==> src/rtl/multiplicador_seq.sv <==
// Sequential shift-and-add multiplier: one partial product per clock, optional
// two's-complement handling via magnitude/sign split and a final re-sign step.
module multiplicador_seq #(
    parameter int unsigned N = 4
) (
    input  logic           clk,
    input  logic           rst_n,
    input  logic           start,
    input  logic           modo_sinal,
    input  logic [N-1:0]   x,
    input  logic [N-1:0]   z,
    output logic           busy,
    output logic           done,
    output logic [2*N-1:0] p
);

    localparam int unsigned CW = $clog2(N + 1);

    localparam logic [1:0] ST_IDLE  = 2'd0;
    localparam logic [1:0] ST_MUL   = 2'd1;
    localparam logic [1:0] ST_SINAL = 2'd2;

    logic [1:0]     state_q, state_d;
    logic [2*N-1:0] acc_q, acc_d;
    logic [N-1:0]   ma_q, ma_d;
    logic [N-1:0]   mb_q, mb_d;
    logic [CW-1:0]  cnt_q, cnt_d;
    logic           neg_q, neg_d;
    logic           busy_q, busy_d;
    logic           done_q, done_d;
    logic [2*N-1:0] p_q, p_d;

    logic           x_neg, z_neg;
    logic [2*N-1:0] ma_ext;

    assign x_neg  = modo_sinal & x[N-1];
    assign z_neg  = modo_sinal & z[N-1];
    assign ma_ext = {{N{1'b0}}, ma_q};

    always_comb begin
        state_d = state_q;
        acc_d   = acc_q;
        ma_d    = ma_q;
        mb_d    = mb_q;
        cnt_d   = cnt_q;
        neg_d   = neg_q;
        busy_d  = busy_q;
        done_d  = 1'b0;
        p_d     = p_q;

        case (state_q)
            ST_IDLE: begin
                if (start) begin
                    // -2^(N-1) negates to itself, which is the correct unsigned magnitude
                    ma_d    = x_neg ? (-x) : x;
                    mb_d    = z_neg ? (-z) : z;
                    neg_d   = modo_sinal & (x[N-1] ^ z[N-1]);
                    acc_d   = '0;
                    cnt_d   = '0;
                    busy_d  = 1'b1;
                    state_d = ST_MUL;
                end
            end
            ST_MUL: begin
                if (mb_q[0]) begin
                    acc_d = acc_q + (ma_ext << cnt_q);
                end
                mb_d  = mb_q >> 1;
                cnt_d = cnt_q + CW'(1);
                if (cnt_q == CW'(N - 1)) begin
                    state_d = ST_SINAL;
                end
            end
            ST_SINAL: begin
                p_d     = neg_q ? (-acc_q) : acc_q;
                done_d  = 1'b1;
                busy_d  = 1'b0;
                state_d = ST_IDLE;
            end
            default: begin
                state_d = ST_IDLE;
                busy_d  = 1'b0;
            end
        endcase
    end

    always_ff @(posedge clk or negedge rst_n) begin
        if (!rst_n) begin
            state_q <= ST_IDLE;
            acc_q   <= '0;
            ma_q    <= '0;
            mb_q    <= '0;
            cnt_q   <= '0;
            neg_q   <= 1'b0;
            busy_q  <= 1'b0;
            done_q  <= 1'b0;
            p_q     <= '0;
        end else begin
            state_q <= state_d;
            acc_q   <= acc_d;
            ma_q    <= ma_d;
            mb_q    <= mb_d;
            cnt_q   <= cnt_d;
            neg_q   <= neg_d;
            busy_q  <= busy_d;
            done_q  <= done_d;
            p_q     <= p_d;
        end
    end

    assign busy = busy_q;
    assign done = done_q;
    assign p    = p_q;

endmodule

==> config.mk <==
export PLATFORM = sky130hd
export DESIGN_NAME = multiplicador_seq
export DESIGN_NICKNAME = d
export VERILOG_FILES = /design/src/rtl/multiplicador_seq.sv
export SDC_FILE = /design/constraint.sdc
export NUM_CORES = 1
export LEC_CHECK = 0
export BUFFER_PORTS_ARGS = -buffer_cell sky130_fd_sc_hd__buf_2
export CAP_MARGIN = 20
export CORE_ASPECT_RATIO = 0.7
export CORE_MARGIN = 3
export CORE_UTILIZATION = 62
export DETAILED_ROUTE_END_ITERATION = 8
export PLACE_DENSITY = 0.84
export SLEW_MARGIN = 20
export SYNTH_ARGS = -nofsm -noshare
export SYNTH_HDL_FRONTEND = slang
export SYNTH_SLANG_ARGS = --single-unit
==> constraint.sdc <==
create_clock -name clk -period 4.6 [get_ports clk]
set_input_delay 0.23 -clock clk [delete_from_list [all_inputs] [get_ports clk]]
set_output_delay 0.23 -clock clk [all_outputs]
set_load 0.01 [all_outputs]
== Yosys cells after proc, flatten, opt, wreduce, memory -nomap -nowiden ==
Index checks and enable logic that the tools add are counted.

* Flip-flop bits (word level): 32
* Bits of input ports: 12
* Output and inout bits: 10
* Logic and storage cells: 49

* $add $sub $neg: 5
* Eq/ne operators: 6
* Shifts and indexed selects: 1
* Multiplexer cells: 16
* Bitwise operators: 5
* Reduce and logical (&&, ||, !) cells: 7

{| class="wikitable"
|+ Operators by type and width
! cell !! number
|-
| $mux 8 || 3
|-
| $pmux 8 s2 || 1
|-
| $mux 4 || 3
|-
| $add 8x8->8 || 1
|-
| $neg 4->4 || 2
|-
| $neg 8->8 || 1
|-
| $pmux 4 s2 || 1
|-
| $reduce_and 2->1 || 4
|-
| $shl 4x3->8 || 1
|-
| $ne 2x2->1 const B || 3
|-
| $pmux 3 s2 || 1
|-
| $mux 2 || 2
|-
| $pmux 2 s2 || 1
|-
| $add 3x1->3 const B || 1
|-
| $and 1x1->1 || 3
|-
| $eq 3x2->1 const B || 1
|-
| $mux 3 || 1
|-
| $reduce_and 3->1 || 1
|-
| $eq 2x1->1 const B || 1
|-
| $eq 2x2->1 const B || 1
|-
| $logic_not 2->1 || 1
|-
| $mux 1 || 2
|-
| $pmux 1 s2 || 1
|-
| $reduce_bool 2->1 || 1
|-
| other kinds (2) || 2
|}

== Longest topological paths before layout ==
Gate-level depths: netlist of run 1.

* Depth in word-level cells: 4
* Mapped depth: 12
* Depth with buffers taken out: 11

== Worst setup path before layout of run 1 ==
No wires, ideal clock.

* Path type: register to register
* Start: register cnt_q[0]
* End: register acc_q[7]
* Library setup time: 0.079 ns
* Arrival: 2.271 ns
* Data required time: 4.521 ns
* Path slack: 2.249 ns
* Cell stages (with the launch flop): 10
* Path buffers: 1
* Period minus slack after synthesis: 2.351 ns
* Cells stage by stage: dfrtp_1 -> buf_6 -> mux4_2 -> and2_1 -> ha_1 -> nand2_1 -> a211oi_1 -> or3_1 -> a21oi_1 -> mux2i_1

* Longest elaborated chain between the ends: 4

{| class="wikitable"
|+ Ends and longest elaborated chain
! item !! line !! RTL
|-
| from (decl) || 27 || <nowiki>logic [CW-1:0] cnt_q, cnt_d;</nowiki>
|-
| from (signal assigned) || 103 || <nowiki>cnt_q <= cnt_d;</nowiki>
|-
| $shl 4x3->8 || 66 || <nowiki>acc_d = acc_q + (ma_ext << cnt_q);</nowiki>
|-
| $add 8x8->8 || 66 ||
|-
| $mux 8 || 65 || <nowiki>if (mb_q[0]) begin</nowiki>
|-
| $pmux 8 s2 || 51 || <nowiki>case (state_q)</nowiki>
|-
| to (signal assigned) || 90 || <nowiki>acc_q <= '0;</nowiki>
|-
| to (signal assigned) || 100 || <nowiki>acc_q <= acc_d;</nowiki>
|-
| to (decl) || 24 || <nowiki>logic [2*N-1:0] acc_q, acc_d;</nowiki>
|}

Every way passes these cells. The select of a mux whose other input is x is not followed.
A chain may end at the register's enable or synchronous reset.

== Worst setup path in the final report of run 1 ==
Same ends and word-level chain as after synthesis.

==> impl_metrics.sql, run 1 <==
INSERT INTO impl_metrics (metric_group, metric, value, unit) VALUES
('run_status', 'outcome', 'complete, no violations', ''),
('timing', 'final_critical_path_setup_slack', '1902', 'ps'),
('yosys', 'synth_seq_area_share', '0.4142', ''),
('job', 'cap_viol_max_count', '0', ''),
('pwr', 'share_comb_of_total_power', '0.425', ''),
('timing', 'timing.max_slew.rel_slack', '0.5403', ''),
('worst_setup_path', 'path_class', 'reg -> reg', ''),
('pwr', 'power.net_switching', '0.5623', 'mW'),
('yosys', 'synth_area_leader_cell', 'sky130_fd_sc_hd__dfrtp_1', ''),
('clock_network', 'number_of_buffers_added_for_setup_after_cts', '0', ''),
('detailed_routing', 'dr_total_vias', '1607', ''),
('worst_setup_path', 'arrival', '2910', 'ps'),
('timing', 'setup-tns-final', '0', 'ps'),
('yosys', 'count_of_flip_flops_with_a_built_in_enable_after_synthesis', '0', ''),
('grt', 'number_of_antenna_violations_at_the_first_check_in_global_routing', '0', ''),
('detailed_routing', 'residual_drc_count', '0', ''),
('pwr', 'leakage', '1.050', 'nW'),
('pwr', 'total_power_divided_by_cell_area', '629.6', 'mW/mm²'),
('floorplan', 'die_area', '0.003834', 'mm²'),
('pwr', 'internal_power', '0.7974', 'mW'),
('detailed_routing', 'detail_route.wl_per_cell', '15.75', 'µm'),
('worst_setup_path', 'critical_path.startpoint_type', 'flop', ''),
('yosys', 'async_flop_share', '1.000', ''),
('timing', 'finalHoldViolations', '0', ''),
('min_path', 'timing.hold.worst.class', 'in -> reg', ''),
('worst_setup_path', 'rr_endpoint', 'acc_q[7]$_DFFE_PN0P_', ''),
('clock_network', 'ctsRootBufferMaster', 'sky130_fd_sc_hd__clkbuf_8', ''),
('clock_network', 'worst_skew_pair.late_latency', '290', 'ps'),
('placement', 'place.port_buffers', '21', ''),
('min_path', 'hold-path-endpoint', 'mb_q[3]$_DFFE_PN0P_', ''),
('worst_setup_path', 'cp_data_required_time', '4810', 'ps'),
('worst_setup_path', 'timing.critical_path.to_type', 'flop', ''),
('grt', 'grt_first_pass_wirelength', '7.072', 'mm'),
('grt', 'first_global_vias', '1514', ''),
('pwr', 'ir_worst_vdd', '335.0', 'µV'),
('yosys', 'synth_top_area_frac', '0.4142', ''),
('yosys', 'post_syn_instances', '213', ''),
('floorplan', 'initial_core_util', '0.6706', ''),
('finish', 'seq_area', '800.8', 'µm²'),
('timing', 'report.final.slew_viol_count', '0', ''),
('detailed_routing', 'via_per_instance_ratio', '5.930', ''),
('yosys', 'yosys_synthesis_warning_count', '0', ''),
('yosys', 'syn_area_per_cell', '9.076', 'µm²'),
('clock_network', 'htree_num_levels', '2', ''),
('finish', 'fill_cells', '215', ''),
('finish', 'layout.nets', '259', ''),
('grt', 'grt_start_max_net_pins', '33', ''),
('timing', 'finClkSkew', '10.44', 'ps'),
('finish', 'insertedDiodeCount', '0', ''),
('clock_network', 'cts.sink_count', '32', ''),
('yosys', 'synth_area', '0.001933', 'mm²'),
('grt', 'grt_overflow_total', '0', ''),
('yosys', 'ys_ff_latch', '32', ''),
('pwr', 'share_clk_of_total_power', '0.200', ''),
('finish', 'final_layout_size_suffix_gt1_frac', '0.1319', ''),
('yosys', 'synth_cell_types', '37', ''),
('timing', 'hold-worst-slack', '200.1', 'ps'),
('finish', 'commonest_non_fill_non_tap_cell_in_the_layout', 'sky130_fd_sc_hd__nand2_1', ''),
('placement', 'pre_cts_ws', '1957', 'ps'),
('timing', 'layout_worst_path_cycle_share', '0.5865', ''),
('worst_setup_path', 'worstReg2RegStart', 'cnt_q[0]$_DFFE_PN0P_', ''),
('detailed_routing', 'routed_wl', '4.269', 'mm'),
('min_path', 'worstHoldStart', 'z[3]', ''),
('detailed_routing', 'route.antenna.remaining_nets', '0', ''),
('pwr', 'share_seq_of_total_power', '0.375', ''),
('grt', 'groute.usage.overall', '0.2525', ''),
('timing', 'fmaxAchievable', '0.3707', 'GHz'),
('finish', 'multi_input_comb_area', '0.001050', 'mm²'),
('worst_setup_path', 'r2r_slack', '1900', 'ps'),
('floorplan', 'area_inside_the_core_boundary', '0.002883', 'mm²'),
('clock_network', 'cts-root-to-sink-buffers', '2', '');
## stage by stage
stage	cell area, µm²	total power, mW	cells	util
floorplan	1933	0.9349	213	-
global placement	2042	1.036	262	0.7083
detailed placement	2042	1.084	262	0.7083
CTS	2160	1.355	271	0.7491
global route	2160	1.459	271	0.7491
finish	2160	1.360	271	0.7491
## power by group through the flow
| stage | logic [mW] | clock network [mW] | registers [mW] |
|---|---|---|---|
| 6_report | 0.578 | 0.272 | 0.509 |
| 5_1_grt | 0.644 | 0.287 | 0.528 |
| 4_1_cts | 0.575 | 0.273 | 0.506 |
| 2_1_floorplan | 0.481 | 0 | 0.454 |
| 3_3_place_gp | 0.534 | 0 | 0.501 |
| 3_5_place_dp | 0.572 | 0 | 0.512 |
## registers in the layout, indices dropped and copies added (netlist names)
signal	cells
mb_q	4
ma_q	4
busy	1
cnt_q	3
neg_q	1
state_q	2
done	1
acc_q	8
p	8
## worst max-delay path, cell delays in order (launching register included)
cell	delay, ps
sky130_fd_sc_hd__dfrtp_1	550
sky130_fd_sc_hd__mux2i_1	350
sky130_fd_sc_hd__nor2_1	80
sky130_fd_sc_hd__a21oi_1	130
sky130_fd_sc_hd__nor2_1	60
sky130_fd_sc_hd__ha_1	340
sky130_fd_sc_hd__a21oi_1	240
sky130_fd_sc_hd__a211oi_1	130
sky130_fd_sc_hd__or3_1	380
sky130_fd_sc_hd__a21oi_1	160
sky130_fd_sc_hd__mux2i_1	200
## what timing repair did
item,in CTS,in global routing
endpoints found under the hold margin,11,0
hold buffers,1,0
endpoints found under the setup margin,0,0
## cell type report
class                      instances  share of cell area
clock buffer                       6             0.03360
clock inverter                     2             0.01622
inverter                          11             0.01912
multi-input combinational        162              0.4861
sequential                        32              0.3708
tap                               36             0.02086
timing repair buffer              22             0.05330
## kinds of logic (layout without fill, tap and decap cells)
kind of cell / Yosys count / after routing / synth area share
multiplexers: 7 / 7 / 0.04272
adder cells (fa/ha/maj): 13 / 13 / 0.08802
flip-flops: 32 / 32 / 0.4142
AND/OR/NAND/NOR: 77 / 77 / 0.1864
AO/OA/AOI/OAI: 52 / 52 / 0.1670
buffers and inverters: 19 / 41 / 0.04271
XOR/XNOR: 13 / 13 / 0.05890
## worst max path at each step
stage | endpoint | slack, ps | depth (start not counted) | start
floorplan | acc_q[7]$_DFFE_PN0P_ | 2250 | 9 | cnt_q[0]$_DFFE_PN0P_
global placement | acc_q[7]$_DFFE_PN0P_ | 2120 | 8 | cnt_q[0]$_DFFE_PN0P_
detailed placement | acc_q[7]$_DFFE_PN0P_ | 1960 | 10 | cnt_q[0]$_DFFE_PN0P_
CTS | acc_q[7]$_DFFE_PN0P_ | 1940 | 10 | cnt_q[0]$_DFFE_PN0P_
global route | acc_q[7]$_DFFE_PN0P_ | 1670 | 11 | cnt_q[0]$_DFFE_PN0P_
finish | acc_q[7]$_DFFE_PN0P_ | 1900 | 10 | cnt_q[0]$_DFFE_PN0P_
## metal layers
metal  share of wire  vias to the layer above  global-route usage
li1                -                      771                   -
met1            0.44                      758              0.3133
met4           0.030                        0              0.1166
met3           0.076                       14             0.07471
met2            0.45                       64              0.4057
met5               0                        -                   0
## cells in the mapped netlist, types with 6 or more instances
library cell,number
sky130_fd_sc_hd__o21ai_0,25
sky130_fd_sc_hd__dfrtp_1,32
sky130_fd_sc_hd__nor2_1,10
sky130_fd_sc_hd__xnor2_1,7
sky130_fd_sc_hd__xor2_1,6
sky130_fd_sc_hd__inv_1,11
sky130_fd_sc_hd__a21oi_1,8
sky130_fd_sc_hd__mux2i_1,6
sky130_fd_sc_hd__ha_1,12
sky130_fd_sc_hd__nand2_1,41
(Power assumes the default switching activity.)
==> inputs of run 2 (changes only) <==
--- a/config.mk
+++ b/config.mk
@@ -9,9 +9,9 @@
 export CAP_MARGIN = 20
 export CORE_ASPECT_RATIO = 0.7
 export CORE_MARGIN = 3
-export CORE_UTILIZATION = 62
+export CORE_UTILIZATION = 58
 export DETAILED_ROUTE_END_ITERATION = 8
-export PLACE_DENSITY = 0.84
+export PLACE_DENSITY = 0.79
 export SLEW_MARGIN = 20
 export SYNTH_ARGS = -nofsm -noshare
 export SYNTH_HDL_FRONTEND = slang
==> constraint.sdc (replaced) <==
create_clock -name clk -period 2.66 [get_ports clk]
set_input_delay 0.133 -clock clk [delete_from_list [all_inputs] [get_ports clk]]
set_output_delay 0.133 -clock clk [all_outputs]
set_load 0.01 [all_outputs]
==> impl_metrics.sql, run 2 (synthesis gave the netlist of run 1 again) <==
INSERT INTO impl_metrics (metric_group, metric, value, unit) VALUES
('clock_network', 'cts.sink_count', '32', ''),
('finish', 'commonest_non_fill_non_tap_cell_in_the_layout', 'sky130_fd_sc_hd__nand2_1', ''),
('clock_network', 'cts_tree', 'built', ''),
('timing', 'final_critical_path_setup_slack', '182.1', 'ps'),
('pwr', 'leakage', '1.069', 'nW'),
('placement', 'place.detailed.hpwl', '3.171', 'mm'),
('timing', 'layout_worst_path_cycle_share', '0.9315', ''),
('timing', 'worst_slew_pin_slew', '710.7', 'ps'),
('timing', 'finClkSkew', '6.563', 'ps'),
('timing', 'grt_setup_unrepaired', 'no', ''),
('floorplan', 'floorplan.die.height', '54.30', 'µm'),
('clock_network', 'ctsRootBufferMaster', 'sky130_fd_sc_hd__clkbuf_8', ''),
('timing', 'finalHoldViolations', '0', ''),
('detailed_routing', 'route.antenna.remaining_nets', '0', ''),
('floorplan', 'chipWidth', '75', 'µm'),
('run_status', 'outcome', 'complete, no violations', ''),
('grt', 'number_of_antenna_violations_at_the_first_check_in_global_routing', '0', ''),
('clock_network', 'htree_num_levels', '2', ''),
('floorplan', 'area_inside_the_core_boundary', '0.002983', 'mm²'),
('clock_network', 'worst_skew_pair.late_latency', '280', 'ps'),
('finish', 'multi_input_comb_area', '0.001064', 'mm²'),
('min_path', 'timing.hold.worst.class', 'in -> reg', ''),
('detailed_routing', 'dr_total_vias', '1605', ''),
('grt', 'grt_start_max_net_pins', '33', ''),
('clock_network', 'cts.reportedPaths.clkPinSlew', '70', 'ps'),
('finish', 'final_cell_mix', 'sky130_fd_sc_hd__nand2_1, sky130_fd_sc_hd__dfrtp_1, sky130_fd_sc_hd__o21ai_0', ''),
('pwr', 'internal_power', '1.420', 'mW'),
('grt', 'groute.usage.overall', '0.2388', ''),
('worst_setup_path', 'reg2regPathDepth', '8', ''),
('timing', 'setup-tns-final', '0', 'ps'),
('placement', 'pre_cts_ws', '69.87', 'ps'),
('floorplan', 'placementRows', '16', ''),
('worst_setup_path', 'timing.critical_path.to_type', 'flop', ''),
('timing', 'fin_crit', '2478', 'ps'),
('finish', 'insertedDiodeCount', '0', ''),
('grt', 'grt_overflow_total', '0', ''),
('finish', 'final_layout_size_suffix_gt1_frac', '0.1715', ''),
('worst_setup_path', 'critical_path.startpoint_type', 'flop', ''),
('pwr', 'share_comb_of_total_power', '0.437', ''),
('timing', 'setup_viol', '0', ''),
('detailed_routing', 'residual_drc_count', '0', ''),
('floorplan', 'initial_core_util', '0.6481', ''),
('pwr', 'ir_worst_vdd', '626.7', 'µV'),
('floorplan', 'die_area', '0.004073', 'mm²'),
('timing', 'timing.max_slew.rel_slack', '0.5262', ''),
('pwr', 'report.power.total', '2.409', 'mW'),
('pwr', 'swShare', '0.4106', ''),
('timing', 'fmaxAchievable', '0.4036', 'GHz'),
('job', 'cap_viol_max_count', '0', ''),
('worst_setup_path', 'path_class', 'reg -> reg', ''),
('detailed_routing', 'routed_wl', '4.315', 'mm'),
('grt', 'grt_first_pass_wirelength', '7.155', 'mm'),
('worst_setup_path', 'arrival', '2680', 'ps'),
('worst_setup_path', 'r2r_slack', '180', 'ps'),
('clock_network', 'tritoncts.num_buffers', '5', ''),
('placement', 'gp_congestion', '0.8782', ''),
('detailed_routing', 'drtIter0Drc', '156', ''),
('worst_setup_path', 'cp_data_required_time', '2870', 'ps'),
('grt', 'first_global_vias', '1553', ''),
('detailed_routing', 'dr.pass1.iters', '4', ''),
('worst_setup_path', 'path_max_fanout', '6', ''),
('clock_network', 'cts-root-to-sink-buffers', '2', ''),
('detailed_routing', 'detail_route.wl_per_cell', '15.69', 'µm'),
('finish', 'seq_area', '802.0', 'µm²'),
('finish', 'layout.nets', '263', ''),
('finish', 'area_growth_syn_to_layout', '14.11', '%'),
('floorplan', 'total_i_o_pin_count', '22', ''),
('finish', 'fill_cells', '222', ''),
('pwr', 'power.net_switching', '0.9890', 'mW'),
('pwr', 'share_seq_of_total_power', '0.368', ''),
('pwr', 'total_power_divided_by_cell_area', '1092', 'mW/mm²'),
('timing', 'report.final.slew_viol_count', '0', ''),
('detailed_routing', 'via_per_instance_ratio', '5.836', ''),
('pwr', 'share_clk_of_total_power', '0.195', ''),
('placement', 'place.port_buffers', '21', ''),
('min_path', 'min_delay_path_depth', '3', '');
run 2: final timing paths:
kind / endpoint / start
min in group asynchronous: mb_q[0]$_DFFE_PN0P_ / rst_n
min: mb_q[3]$_DFFE_PN0P_ / z[3]
max in group asynchronous: cnt_q[0]$_DFFE_PN0P_ / rst_n
min reg2reg: p[1]$_DFFE_PN0P_ / p[1]$_DFFE_PN0P_
max: acc_q[7]$_DFFE_PN0P_ / cnt_q[0]$_DFFE_PN0P_
max reg2reg: acc_q[7]$_DFFE_PN0P_ / cnt_q[0]$_DFFE_PN0P_
run 2: metal layers:
layer,track usage,wire (µm),up-vias
met5,0,0,-
li1,-,-,781
met4,0.07101,60,0
met3,0.04404,250,6
met1,0.3310,2017,754
met2,0.3829,1987,64
run 2: power groups by stage:
stage | clock (mW) | sequential (mW) | combinational, mW
finish | 0.471 | 0.885 | 1.05
global route | 0.496 | 0.915 | 1.19
CTS | 0.470 | 0.881 | 0.997
detailed placement | 0 | 0.888 | 0.984
global placement | 0 | 0.869 | 0.933
floorplan | 0 | 0.784 | 0.832
run 2: layout make-up:
cell class | count | area share
inverters | 11 | 0.01872
clock inverters | 3 | 0.01929
flip-flops and latches | 32 | 0.3636
clock buffers | 5 | 0.03120
well taps | 36 | 0.02042
repair buffers | 26 | 0.06466
multi-input cells | 162 | 0.4821
run 2: timing repair:
action | CTS | global route
hold buffers | 1 | 0
hold endpoints to repair | 32 | 0
resized for setup | 0 | 5
setup buffers | 0 | 3
endpoints found under the setup margin | 0 | 1
run 2: stage by stage:
step / cell area [µm²] / util / hold WS [ps] / instances
floorplan: 1933 / - / -162.6 / 213
global placement: 2049 / 0.6871 / 208.1 / 263
detailed placement: 2049 / 0.6871 / 214.9 / 263
CTS: 2171 / 0.7278 / 107.4 / 272
global route: 2206 / 0.7395 / 109.5 / 275
finish: 2206 / 0.7395 / 106.2 / 275
run 2: worst max-delay path: stages, from the launching register on:
cell,delay [ps]
sky130_fd_sc_hd__dfrtp_2,450
sky130_fd_sc_hd__mux4_2,530
sky130_fd_sc_hd__and2_1,170
sky130_fd_sc_hd__ha_1,190
sky130_fd_sc_hd__a21oi_1,210
sky130_fd_sc_hd__o21ai_0,150
sky130_fd_sc_hd__or3_1,360
sky130_fd_sc_hd__a21oi_1,160
sky130_fd_sc_hd__mux2i_1,200
